File: src/rtl/ps2_pkg.sv
// rtl/ps2_pkg.sv - shared types and constants for the PS/2 receiver
package ps2_pkg;

  typedef enum logic [1:0] {
    ST_IDLE   = 2'd0,
    ST_DATA   = 2'd1,
    ST_PARITY = 2'd2,
    ST_STOP   = 2'd3
  } ps2_state_t;

  localparam logic [7:0] PREFIX_EXT = 8'hE0;
  localparam logic [7:0] PREFIX_BRK = 8'hF0;

  typedef struct packed {
    logic       brk;
    logic       ext;
    logic [7:0] code;
  } ps2_event_t;

endpackage

File: src/rtl/ps2_event_fifo.sv
// rtl/ps2_event_fifo.sv - first-word-fall-through event FIFO with overflow pulse
module ps2_event_fifo #(
  parameter int WIDTH = 10,
  parameter int DEPTH = 8
) (
  input  logic                     clk,
  input  logic                     rst_n,
  input  logic                     i_push,
  input  logic [WIDTH-1:0]         i_data,
  input  logic                     i_pop,
  output logic [WIDTH-1:0]         o_data,
  output logic                     o_empty,
  output logic                     o_full,
  output logic [$clog2(DEPTH):0]   o_count,
  output logic                     o_overflow
);

  localparam int AW = $clog2(DEPTH);
  localparam int CW = AW + 1;

  logic [WIDTH-1:0] r_mem [DEPTH];
  logic [AW-1:0]    r_wr_ptr;
  logic [AW-1:0]    r_rd_ptr;
  logic [AW:0]      r_count;
  logic             r_overflow;
  logic             w_empty;
  logic             w_full;
  logic             w_do_pop;
  logic             w_do_push;

  // Full/empty come from the occupancy count; a pop frees a slot for a same-cycle push
  assign w_empty   = (r_count == '0);
  assign w_full    = (r_count == CW'(DEPTH));
  assign w_do_pop  = i_pop & ~w_empty;
  assign w_do_push = i_push & (~w_full | w_do_pop);

  // Storage array, no reset needed since reads are masked while empty
  always_ff @(posedge clk) begin
    if (w_do_push) r_mem[r_wr_ptr] <= i_data;
  end

  // Pointers wrap naturally (power-of-two depth); count tracks net push/pop
  always_ff @(posedge clk or negedge rst_n) begin
    if (!rst_n) begin
      r_wr_ptr   <= '0;
      r_rd_ptr   <= '0;
      r_count    <= '0;
      r_overflow <= 1'b0;
    end else begin
      r_overflow <= i_push & w_full & ~w_do_pop;
      if (w_do_push) r_wr_ptr <= r_wr_ptr + 1'b1;
      if (w_do_pop)  r_rd_ptr <= r_rd_ptr + 1'b1;
      case ({w_do_push, w_do_pop})
        2'b10:   r_count <= r_count + 1'b1;
        2'b01:   r_count <= r_count - 1'b1;
        default: r_count <= r_count;
      endcase
    end
  end

  assign o_data     = w_empty ? '0 : r_mem[r_rd_ptr];
  assign o_empty    = w_empty;
  assign o_full     = w_full;
  assign o_count    = r_count;
  assign o_overflow = r_overflow;

endmodule

File: src/rtl/ps2_rx_fifo.sv
// rtl/ps2_rx_fifo.sv - PS/2 keyboard frame receiver with prefix folding into an event FIFO
module ps2_rx_fifo
  import ps2_pkg::*;
#(
  parameter int CLK_HZ        = 50_000_000,
  parameter int TIMEOUT_US    = 2000,
  parameter int FIFO_DEPTH    = 8,
  parameter int DECODE_PREFIX = 1
) (
  input  logic                          clk_50MHz,
  input  logic                          rst_n,
  input  logic                          ps2_clk,
  input  logic                          ps2_data,
  input  logic                          rd_en,
  output logic [9:0]                    rd_data,
  output logic                          empty,
  output logic                          full,
  output logic [$clog2(FIFO_DEPTH):0]   count,
  output logic                          parity_err,
  output logic                          frame_err,
  output logic                          overflow
);

  localparam int TO_CYC = CLK_HZ / 1_000_000 * TIMEOUT_US;
  localparam int TW     = $clog2(TO_CYC + 1);

  logic        r_clk_s1, r_clk_s2, r_clk_prev;
  logic        r_dat_s1, r_dat_s2;
  logic        w_fall;

  ps2_state_t  r_state;
  logic [2:0]  r_bit_idx;
  logic [7:0]  r_shift;
  logic        r_par_ok;
  logic [TW-1:0] r_timer;
  logic        r_brk, r_ext;
  logic        r_push;
  ps2_event_t  r_push_data;
  logic        r_parity_err, r_frame_err;

  // Two-flop synchronisers plus a delayed copy of the clock for edge detection
  always_ff @(posedge clk_50MHz or negedge rst_n) begin
    if (!rst_n) begin
      r_clk_s1   <= 1'b1;
      r_clk_s2   <= 1'b1;
      r_clk_prev <= 1'b1;
      r_dat_s1   <= 1'b1;
      r_dat_s2   <= 1'b1;
    end else begin
      r_clk_s1   <= ps2_clk;
      r_clk_s2   <= r_clk_s1;
      r_clk_prev <= r_clk_s2;
      r_dat_s1   <= ps2_data;
      r_dat_s2   <= r_dat_s1;
    end
  end

  assign w_fall = r_clk_prev & ~r_clk_s2;

  // Frame FSM: one step per PS/2 falling edge, watchdog aborts stalled frames
  always_ff @(posedge clk_50MHz or negedge rst_n) begin
    if (!rst_n) begin
      r_state      <= ST_IDLE;
      r_bit_idx    <= '0;
      r_shift      <= '0;
      r_par_ok     <= 1'b0;
      r_timer      <= '0;
      r_brk        <= 1'b0;
      r_ext        <= 1'b0;
      r_push       <= 1'b0;
      r_push_data  <= '0;
      r_parity_err <= 1'b0;
      r_frame_err  <= 1'b0;
    end else begin
      r_push       <= 1'b0;
      r_parity_err <= 1'b0;
      r_frame_err  <= 1'b0;

      if (w_fall || r_state == ST_IDLE) r_timer <= '0;
      else                              r_timer <= r_timer + 1'b1;

      if (r_state != ST_IDLE && !w_fall && r_timer >= TW'(TO_CYC)) begin
        r_frame_err <= 1'b1;
        r_brk       <= 1'b0;
        r_ext       <= 1'b0;
        r_state     <= ST_IDLE;
        r_bit_idx   <= '0;
        r_timer     <= '0;
      end else if (w_fall) begin
        case (r_state)
          ST_IDLE: begin
            if (!r_dat_s2) begin
              r_state   <= ST_DATA;
              r_bit_idx <= '0;
            end
          end
          ST_DATA: begin
            r_shift   <= {r_dat_s2, r_shift[7:1]};
            r_bit_idx <= r_bit_idx + 3'd1;
            if (r_bit_idx == 3'd7) r_state <= ST_PARITY;
          end
          ST_PARITY: begin
            r_par_ok <= (^r_shift) ^ r_dat_s2;
            r_state  <= ST_STOP;
          end
          ST_STOP: begin
            r_state   <= ST_IDLE;
            r_bit_idx <= '0;
            if (!r_dat_s2) begin
              r_frame_err <= 1'b1;
              r_brk       <= 1'b0;
              r_ext       <= 1'b0;
            end else if (!r_par_ok) begin
              r_parity_err <= 1'b1;
              r_brk        <= 1'b0;
              r_ext        <= 1'b0;
            end else if (DECODE_PREFIX != 0) begin
              if (r_shift == PREFIX_EXT) begin
                r_ext <= 1'b1;
              end else if (r_shift == PREFIX_BRK) begin
                r_brk <= 1'b1;
              end else begin
                r_push      <= 1'b1;
                r_push_data <= '{brk: r_brk, ext: r_ext, code: r_shift};
                r_brk       <= 1'b0;
                r_ext       <= 1'b0;
              end
            end else begin
              r_push      <= 1'b1;
              r_push_data <= '{brk: 1'b0, ext: 1'b0, code: r_shift};
            end
          end
          default: r_state <= ST_IDLE;
        endcase
      end
    end
  end

  ps2_event_fifo #(
    .WIDTH ($bits(ps2_event_t)),
    .DEPTH (FIFO_DEPTH)
  ) u_fifo (
    .clk        (clk_50MHz),
    .rst_n      (rst_n),
    .i_push     (r_push),
    .i_data     (r_push_data),
    .i_pop      (rd_en),
    .o_data     (rd_data),
    .o_empty    (empty),
    .o_full     (full),
    .o_count    (count),
    .o_overflow (overflow)
  );

  assign parity_err = r_parity_err;
  assign frame_err  = r_frame_err;

endmodule

File: config.mk
export PLATFORM = sky130hd
export DESIGN_NAME = ps2_rx_fifo
export DESIGN_NICKNAME = d
export VERILOG_FILES = /design/src/rtl/ps2_pkg.sv /design/src/rtl/ps2_event_fifo.sv /design/src/rtl/ps2_rx_fifo.sv
export SDC_FILE = /design/constraint.sdc
export NUM_CORES = 1
export LEC_CHECK = 0
export CAP_MARGIN = 20
export CORE_MARGIN = 2
export CORE_UTILIZATION = 30
export CTS_BUF_LIST = sky130_fd_sc_hd__clkbuf_8
export DETAILED_ROUTE_END_ITERATION = 7
export GPL_TIMING_DRIVEN = 0
export MAX_ROUTING_LAYER = met4
export PLACE_DENSITY = 0.55
export SETUP_SLACK_MARGIN = 0.1
export SLEW_MARGIN = 15
export SYNTH_ARGS = -nofsm -noshare
export SYNTH_HDL_FRONTEND = slang
export SYNTH_SLANG_ARGS = --single-unit
File: constraint.sdc
create_clock -name clk_50MHz -period 2.5 [get_ports clk_50MHz]
set_clock_uncertainty 0.05 [all_clocks]
set_input_delay 0.375 -clock clk_50MHz [delete_from_list [all_inputs] [get_ports clk_50MHz]]
set_output_delay 0.375 -clock clk_50MHz [all_outputs]
set_load 0.02 [all_outputs]
# Word level (Yosys, flattened, before mapping)
# Memories as Yosys holds them, arrays and structs flattened.
# Cells that the tools add are included.
[word_totals]
register_bits = 62
latchBits = 0
ramBits = 80
mem_bits_ro = 0
inputBits = 5
out_inout_bits = 19
wordCells = 121
mem_count = 1
[mem_list]
columns = ["memory", "words", "width", "read_ports", "rd_clocked_by_memory_dff", "write_ports", "line", "source"]
rows = [
  ["u_fifo.r_mem", 8, 10, 1, 0, 1, "ps2_event_fifo.sv:21", "logic [WIDTH-1:0] r_mem [DEPTH];"],
]
[op_classes]
add_sub_neg = 6
mul = 0
div_mod_pow = 0
magnitude_cmp = 1
eq_ne = 13
n_shift = 0
n_mux = 45
bitwise = 14
n_reduce_logical = 19
[ops]
columns = ["cell", "n"]
rows = [
  ["17-bit 2-to-1 mux", 2],
  ["1-bit 2-to-1 mux", 32],
  ["3-bit AND reduction", 6],
  ["17-bit by 1-bit adder with 17-bit output, second input constant", 1],
  ["17-bit greater-or-equal comparator, second input constant", 1],
  ["8-bit equality test, second input constant", 2],
  ["10-bit 2-to-1 mux", 1],
  ["3-bit by 1-bit adder with 3-bit output, second input constant", 3],
  ["3-bit 2-to-1 mux", 3],
  ["3-bit one-hot mux with 3 select lines", 1],
  ["2-bit 2-to-1 mux", 4],
  ["2-bit one-hot mux with 4 select lines", 1],
  ["4-bit one-hot mux with 2 select lines", 1],
  ["2-bit nonzero test", 4],
  ["8-bit parity", 1],
  ["1-bit NOT", 7],
  ["7-bit AND reduction", 1],
  ["2-bit equality test, second input constant", 3],
  ["1-bit bitwise AND", 5],
  ["5-bit inequality test, second input constant", 1],
  ["4-bit by 1-bit adder with 4-bit output, second input constant", 1],
  ["2-bit by 1-bit equality test with 1-bit output, second input constant", 2],
  ["4-bit equality test, second input constant", 1],
  ["4-bit logical NOT", 1],
  ["12 further kinds", 13],
]

# Depth between registers and ports, before layout
# Gate-level depths: netlist (run 1).
[logic_depth]
word_depth = 8
ltp_mapped = 9
depth_no_buf = 8

# Modules after synthesis
# A second synthesis (run 1) with hierarchy kept.
[hier_totals]
cells_unflattened = 432
hier_area_um2 = 6198.4
[by_module_without_submodules]
columns = ["module", "instances", "cells_each", "area_each_um2", "seq_area_each_um2"]
rows = [
  ["ps2_event_fifo", 1, 212, 3764.9, 2677.6],
  ["ps2_rx_fifo", 1, 220, 2433.6, 1282.5],
]

# Worst setup path after synthesis (run 1)
# No wires, ideal clock.
[synth_path]
path_kind = "register -> register"
startpoint = "register u_fifo.r_count[1], in the netlist u_fifo.o_count[1]"
endpoint = "register u_fifo.r_count[3], in the netlist u_fifo.o_count[3]"
setup_ps = 126
arrival_ps = 2344
required_ps = 2324
setup_slack_ps = -21
path_stages_with_launch = 7
path_buffers = 0
synth_period_minus_slack_ps = 2521
cell_sequence = "dfrtp_1 o41ai_2 nor2_1 ha_1 a211oi_2 or4_1 a311o_1"
[synth_between]
elab_chain_cells = 7
word_cells_on_any_way = 13
cone_classes = "2 x add/sub; 3 x eq/ne; 1 x mux; 5 x bitwise; 2 x reduce/logical"
[synth_rtl]
columns = ["element", "line", "source"]
rows = [
  ["start, declared", "ps2_event_fifo.sv:24", "logic [AW:0] r_count;"],
  ["start signal, assigned", "ps2_event_fifo.sv:54", "2'b10: r_count <= r_count + 1'b1;"],
  ["start signal, assigned", "ps2_event_fifo.sv:55", "2'b01: r_count <= r_count - 1'b1;"],
  ["start signal, assigned", "ps2_event_fifo.sv:56", "default: r_count <= r_count;"],
  ["4-bit logical NOT", "ps2_event_fifo.sv:32", "assign w_empty = (r_count == '0);"],
  ["1-bit NOT", "ps2_event_fifo.sv:34", "assign w_do_pop = i_pop & ~w_empty;"],
  ["1-bit bitwise AND", "ps2_event_fifo.sv:34", ""],
  ["1-bit OR", "ps2_event_fifo.sv:35", "assign w_do_push = i_push & (~w_full | w_do_pop);"],
  ["1-bit bitwise AND", "ps2_event_fifo.sv:35", ""],
  ["2-bit by 1-bit equality test with 1-bit output or 2-bit equality test (tied branches)", "ps2_event_fifo.sv:53", "case ({w_do_push, w_do_pop})"],
  ["4-bit one-hot mux with 2 select lines or 2-bit nonzero test (tied branches)", "--", ""],
]
# Several ways; a longest one is shown, not always the timed one.
# A chain may end at the register's enable or synchronous reset.

# Worst setup path in the final report (run 1)
[layout_path]
startpoint = "register u_fifo.r_rd_ptr[0]"
endpoint = "output rd_data[4]"
[layout_between]
elab_chain_cells = 2
[layout_rtl]
columns = ["element", "line", "source"]
rows = [
  ["start, declared", "ps2_event_fifo.sv:23", "logic [AW-1:0] r_rd_ptr;"],
  ["start signal, assigned", "ps2_event_fifo.sv:52", "if (w_do_pop) r_rd_ptr <= r_rd_ptr + 1'b1;"],
  ["memory read 8 x 10 bit", "--", ""],
  ["10-bit 2-to-1 mux", "ps2_event_fifo.sv:61", "assign o_data = w_empty ? '0 : r_mem[r_rd_ptr];"],
  ["end, declared", "ps2_rx_fifo.sv:15", "output logic [9:0] rd_data,"],
]
# Every way passes these cells.

==> metrics.md, run 1 <==
| Metric | Value |
|---|---|
| Register bit total from synthesis | `roughly 140` |
| Number of synthesized flops with an enable pin | `80` |
| Placed insts | `712` |
| Clock slew at reported path FFs | `0.08 ns` |
| CTS tree | `built` |
| Setup TNS | `0 ns` |
| Maximum VDD drop | `between 0.3 and 0.4 mV` |
| Synthesized cell area | `between 6000 and 7000 µm²` |
| Crit-path max FO | `5` |
| XOR/XNOR Fraction of Synth Area | `0.0331` |
| Post-Route WL | `12,000 µm` |
| Status | `completed` |
| Reg2reg start | `u_fifo.o_count[0]` |
| Row cnt | `52` |
| Total gr overflow | `0` |
| Max-cap viol count | `0` |
| CTS root buffer | `clkbuf_8` |
| Sequential share of the synthesized area | `0.651` |
| Worst Path Arrival | `around 2 ns` |
| Area Overhead vs Synth | `22.4%` |
| Die width | `approximately 150 µm` |
| Synth area leaders | `edfxtp_1 39%, dfrtp_1 23%, mux4_2 7.4%, ha_1 3.7%, nor2_1 2.7%` |
| DIE HEIGHT | `around 150 µm` |
| Fillers | `slightly below 2,000` |
| Min setup slack post-route | `between 0.01 and 0.015 ns` |
| Diodes inserted | `0` |
| DRC | `0` |
| Final setup vio count | `0` |
| Syn Inst Count | `~400` |
| Nets | `between 500 and 600` |
| Yosys top cell by area | `edfxtp_1` |
| Most frequent cells in the layout | `80 x edfxtp_1, 52 x dfrtp_1, 37 x nor2_1, 24 x buf_4, 21 x inv_1` |
| Syn. warnings | `0` |
| DIE AREA | `21,400 µm²` |
| Core area | `approximately 20,000 µm²` |
| Setup crit start | `u_fifo.r_rd_ptr[0]` |
| H-tree depth | `4` |
| Pre-CTS setup slack | `-0.215 ns` |
| Core Util, Final | `0.372` |
| Mux cell area share after synthesis | `0.120` |
| All-Layer GR Usage | `0.123` |
| Post-route insts no fill | `~760` |
| Post-Synth Adder-Cell Area | `0.0403` |
| Delay of the slowest critical-path stage | `0.49 ns` |
| Port Buf Inserts | `22` |
| # IOs | `24` |
| Reg2Reg Setup Slack | `between 0.15 and 0.2 ns` |
| Slew headroom | `0.598` |
| Main synth FF type | `edfxtp_1` |
| Worst path slowest cell | `mux4_2` |
| Vias per cell | `4.60` |
| Slew @ Worst Pin | `0.595 ns` |
| Initial antenna violation count | `0` |
| Fraction of layout instances using a drive strength above 1 | `0.273` |
| Largest net degree at the start of global routing | `60` |
| Drt first pass iters | `4` |
| Clk_lat worst skew | `0.44 ns` |
| Min cycle time layout | `about 2.5 ns` |
| HPWL after detailed placement | `between 8000 and 9000 µm` |
| FMAX | `about 0.40 GHz` |
| CTS Buf Count | `17` |
| Routability cong. | `0.786` |
| FFs w/ async S/R, synth | `0.437` |
| Setup Crit Path Kind | `reg -> out` |
| Mean Syn Cell Area | `about 15 µm²` |
| Largest family of logic cells by synthesized area | `multiplexers` |
| RSZ-0062 raised after global routing | `yes` |
| Final slew viol count | `0` |
| Lkg Pwr | `between 2 and 3 nW` |
| Drt first-iter violations | `108` |
| Initial Util | `0.304` |
| Wire per inst | `~16 µm` |
| Commonest non-fill, non-tap cell in the layout | `edfxtp_1` |
| Yosys cell types | `50` |
| First-pass GRT wire length | `19,400 µm` |
| Part of the cycle the worst path needs | `0.995` |
| Final Power | `slightly below 8 mW` |
| Vias in the first global route | `~3,600` |
| Final hold violation count | `0` |
| Clock buffer depth | `2` |
| Routed Antenna Nets | `0` |
| Worst Path Required | `2.08 ns` |
| Complex-gate fraction of the synthesized area | `0.0444` |
| Via Count | `between 3,000 and 4,000` |
| TritonCTS sink count | `about 140` |
| Worst Hold Class | `in -> async` |
| Synth Area in Simple Gates | `0.0901` |
| Mapped Nets | `435` |
| CP Capture Type | `primary output` |
| Crit path launch type | `flop` |
| Synth top area share | `0.395` |
| Sequence of cells on the critical path | `buf_12 > buf_16 > mux4_2 > mux2i_1 > nor2_1 > buf_4` |
| PwrDens | `~1000 nW/µm²` |
==> metrics by stage <==
stage	area, µm²	hold WS (ns)
2_1_floorplan	6100	0.0294
3_3_place_gp	6660	0.296
3_5_place_dp	6770	0.139
4_1_cts	7370	0.196
5_1_grt	7450	0.209
6_report	7450	0.227
==> sequential cells by signal, indices dropped and copies added, names as in the netlist, 2 cells and up <==
name and count:
r_bit_idx 3, r_push_data 10, r_shift 8, r_state 2, r_timer 17, u_fifo.o_count 4, u_fifo.r_mem 80, u_fifo.r_rd_ptr 3
u_fifo.r_wr_ptr 3
==> routing by layer <==
metal | wire [µm] | track usage | up-vias | share of wire
met2 | 6190 | 0.202 | 47 | 0.52
met3 | 343 | 0.0313 | 16 | 0.029
met5 | 0 | - | - | 0
met4 | 189 | 0.0471 | 0 | 0.016
met1 | 5250 | 0.145 | 1776 | 0.44
li1 | - | - | 1660 | -
==> where the power goes <==
part | internal, mW | leakage [nW] | switching, mW
registers | 2.78 | 1.56 | 0.362
logic | 1.48 | 1.14 | 1.40
clock network | 0.881 | 0.194 | 0.881
==> layout make-up <==
type | instances | area [µm²] | area share
buffer | 11 | 92.6 | 0.0124
clock buffer | 17 | 234 | 0.0314
clock inverter | 15 | 148 | 0.0198
inverter | 21 | 80.1 | 0.0108
multi-input combinational | 237 | 2110 | 0.283
sequential | 142 | 3970 | 0.533
tap | 270 | 338 | 0.0454
timing repair buffer | 48 | 484 | 0.0650
==> cell usage after synthesis, types with 2 or more instances <==
| master | number |
|---|---|
| o21bai_1 | 2 |
| a31oi_1 | 3 |
| nor2b_1 | 3 |
| dfstp_2 | 5 |
| nand2_1 | 20 |
| xor2_1 | 5 |
| a21oi_1 | 7 |
| inv_1 | 19 |
| nand3_1 | 9 |
| nor3_1 | 8 |
| o21ai_0 | 8 |
| clkbuf_1 | 4 |
| nor3b_1 | 2 |
| dfrtp_1 | 57 |
| and3_1 | 2 |
| nor4_1 | 5 |
| o22ai_1 | 3 |
| nand2b_1 | 4 |
| mux2_1 | 10 |
| mux2i_1 | 10 |
| nand4_1 | 6 |
| xnor2_1 | 18 |
| nand3b_1 | 2 |
| or3_1 | 2 |
| mux4_2 | 20 |
| nor2_1 | 44 |
| buf_2 | 7 |
| ha_1 | 18 |
| or4_1 | 2 |
| edfxtp_1 | 80 |
| mux2_2 | 6 |
| a211oi_1 | 2 |
==> worst paths after layout <==
check,end,cells after the start
setup / recovery,rd_data[4],6
hold / removal,r_timer[4],2
setup reg to reg,u_fifo.o_count[3],7
hold reg to reg,r_clk_s2,0
max in group asynchronous,r_dat_s2,3
min in group clk_50MHz,r_clk_s1,1
==> repair_timing <==
| item | CTS | global route |
|---|---|---|
| resized for setup | 85 | 9 |
| setup endpoints to repair | 48 | 55 |
| setup buffers | 10 | 4 |
| hold endpoints to repair | 57 | 0 |
| gates cloned | 2 | 0 |
| pin swaps | 7 | 7 |
| hold buffers | 1 | 0 |
==> cells by family after synthesis <==
group / count (synthesis)
xor gates and xnor gates: 23
buffers and inverters: 32
DFF: 142
and+or+nand+nor: 113
muxes: 46
adders and majority gates: 19
AOI/OAI and AO/OA: 36
==> worst max-delay path: cells and delay by family, from the launching register on <==
family	cells	cell delay [ns]
buf+inv	3	0.43
flops	1	0.48
simple gates	1	0.06
mux	2	0.65
Power figures use the tool's default switching activity.
==> run 2, diff against run 1 <==
ABC_CLOCK_PERIOD_IN_PS = 2500   (was unset)
CORE_MARGIN = 4   (was 2)
==> metrics.md, run 2 (synthesized netlist as in run 1, its figures left out) <==
| Metric | Value |
|---|---|
| Area Overhead vs Synth | `21.9%` |
| Max reg flops | `80 (unchanged)` |
| First-pass GRT wire length | `19,300 µm (-0.18%)` |
| Core area | `19,700 µm² (-1.6%)` |
| CP Capture Type | `primary output` |
| Crit path launch type | `flop` |
| Drt first pass iters | `4 (unchanged)` |
| Clock slew at reported path FFs | `0.08 ns (about the same)` |
| WL met1 | `5290 µm (+0.74%)` |
| Crit-path max FO | `10 (+5)` |
| Final slew viol count | `0 (unchanged)` |
| CTS tree | `built` |
| Wire per inst | `15.9 µm (+1.2%)` |
| Post-Route WL | `12,100 µm (+0.92%)` |
| Pre-CTS setup slack | `-0.432 ns (-0.217 ns)` |
| Fraction of layout instances using a drive strength above 1 | `0.281 (+0.00846)` |
| Final setup vio count | `0 (unchanged)` |
| Min setup slack post-route | `0.0602 ns (+0.0474 ns)` |
| Placed insts | `703 (-1.3%)` |
| Worst Hold Class | `in -> reg` |
| Status | `completed` |
| Total gr overflow | `0 (unchanged)` |
| Vias per cell | `4.68 (+1.7%)` |
| PwrDens | `1050 nW/µm² (+0.53%)` |
| RSZ-0062 raised after global routing | `yes` |
| Die width | `150 µm (+2.7%)` |
| Worst Path Required | `2.08 ns (about the same)` |
| CTS Buf Count | `17 (unchanged)` |
| CTS root buffer | `clkbuf_8` |
| Drt first-iter violations | `157 (+45%)` |
| Most frequent cells in the layout | `80 x edfxtp_1, 52 x dfrtp_1, 37 x nor2_1, 26 x buf_4, 21 x inv_1` |
| Met2 routed WL | `6240 µm (+0.74%)` |
| Reg2reg start | `u_fifo.o_count[1]` |
| Row cnt | `51 (-1.9%)` |
| TritonCTS sink count | `142 (unchanged)` |
| Min cycle time layout | `2.44 ns (-0.0474 ns)` |
| All-Layer GR Usage | `0.116 (-0.00659)` |
| Diodes inserted | `0 (unchanged)` |
| DIE HEIGHT | `150 µm (+2.7%)` |
| Slew headroom | `0.561 (-0.0376)` |
| Clk_lat worst skew | `0.45 ns (about the same)` |
| FF-to-FF path depth | `7 (unchanged)` |
| Nets | `505 (+0.60%)` |
| Port Buf Inserts | `22 (unchanged)` |
| Reg2Reg Setup Slack | `0.08 ns (-0.10 ns)` |
| Routed Antenna Nets | `0 (unchanged)` |
| Maximum VDD drop | `0.451 mV (+17%)` |
| FMAX | `0.410 GHz (+1.9%)` |
| Slew @ Worst Pin | `0.658 ns (+0.0632 ns)` |
| Largest net degree at the start of global routing | `43 (-28%)` |
| HPWL after detailed placement | `7880 µm (-1.9%)` |
| DRC | `0 (unchanged)` |
| Max-cap viol count | `0 (unchanged)` |
| Clock buffer depth | `2 (unchanged)` |
| Commonest non-fill, non-tap cell in the layout | `edfxtp_1` |
| H-tree depth | `4 (unchanged)` |
| Hold Path Origin | `ps2_data` |
| DIE AREA | `22,600 µm² (+5.5%)` |
| Final Power | `7.79 mW (+0.11%)` |
| Worst flop-to-flop path endpoint | `u_fifo.o_count[3]` |
| Via Count | `3,550 (+1.5%)` |
| Setup Crit Path Kind | `reg -> out` |
| Largest Register | `u_fifo.r_mem` |
| Final hold violation count | `0 (unchanged)` |
| Post-route insts no fill | `759 (-0.26%)` |
| Lkg Pwr | `2.89 nW (-0.40%)` |
| Length of routed met3 wiring | `404 µm (+18%)` |
| DR top layer | `met4` |
| Initial Util | `0.309 (+0.00495)` |
| Routability cong. | `0.763 (-3.0%)` |
| Part of the cycle the worst path needs | `0.976 (-0.0190)` |
| Worst Hold End | `r_dat_s1` |
| Worst hold slack | `0.286 ns (+0.0595 ns)` |
| Vias in the first global route | `3,706 (+2.2%)` |
| # IOs | `24 (unchanged)` |
| Worst Path Arrival | `2.01 ns (-0.05 ns)` |
| Hold Path Depth | `1` |
| Initial antenna violation count | `0 (unchanged)` |
| Top flop regs | `u_fifo.r_mem x80, r_timer x17, r_push_data x10` |
run 2: changes by cell type in the layout (fill, tap and decap cells not counted), sizes merged:
| cell | before | now |
|---|---|---|
| inv | 24 | 25 |
| buf | 44 | 47 |
| clkinvlp | 2 | 3 |
| clkinv | 8 | 6 |
run 2: worst max-delay path by stage:
stage,start,endpoint,cells after the start
6_report,u_fifo.r_rd_ptr[0],rd_data[7],6
5_1_grt,u_fifo.r_rd_ptr[0],rd_data[7],6
4_1_cts,u_fifo.r_rd_ptr[0],rd_data[6],5
3_5_place_dp,rd_en,u_fifo.r_mem[7][1],5
3_3_place_gp,rst_n,u_fifo.o_count[1],1
2_1_floorplan,u_fifo.o_count[2],u_fifo.r_mem[1][0],4
run 2: report_power, final:
part           internal (mW)  leakage [nW]  switching (mW)
Clock                  0.882         0.193           0.908
Sequential              2.78          1.56           0.346
Combinational           1.46          1.13            1.41
run 2: timing repair:
item / in CTS / in global routing
endpoints found under the setup margin: 65 / 57
hold buffers: 1 / 0
endpoints found under the hold margin: 20 / 0
setup buffers: 8 / 15
gates cloned: 0 / 0
pin swaps: 2 / 7
gates resized for setup: 71 / 20
run 2: final cells by class:
cell class	count	area, µm²
plain buffers	11	98.8
repair buffers	51	433
fillers	1871	12300
clock inverters	15	148
multi-input cells	237	2120
flip-flops and latches	142	3970
clock buffers	17	234
well taps	265	332
inverters	21	83.8
run 2: metrics by stage:
stage / TNS, ns / area [µm²] / util
5_1_grt: -0.163 / 7420 / 0.376
2_1_floorplan: 0 / 6100 / -
3_3_place_gp: -92.53 / 6650 / 0.337
4_1_cts: -0.00968 / 7200 / 0.365
6_report: 0 / 7420 / 0.376
3_5_place_dp: -15.42 / 6720 / 0.341
run 2: routing by layer:
metal,up-vias,GRT usage
li1,1667,-
met3,13,0.0295
met1,1830,0.140
met4,0,0.0398
met5,-,-
met2,40,0.190
run 2: worst max-delay path, stage by stage (launching register included):
cell     delay [ns]
dfrtp_2        0.43
buf_12         0.17
buf_4          0.12
mux4_2         0.48
mux2i_1        0.15
nor2_1         0.06
buf_2          0.16
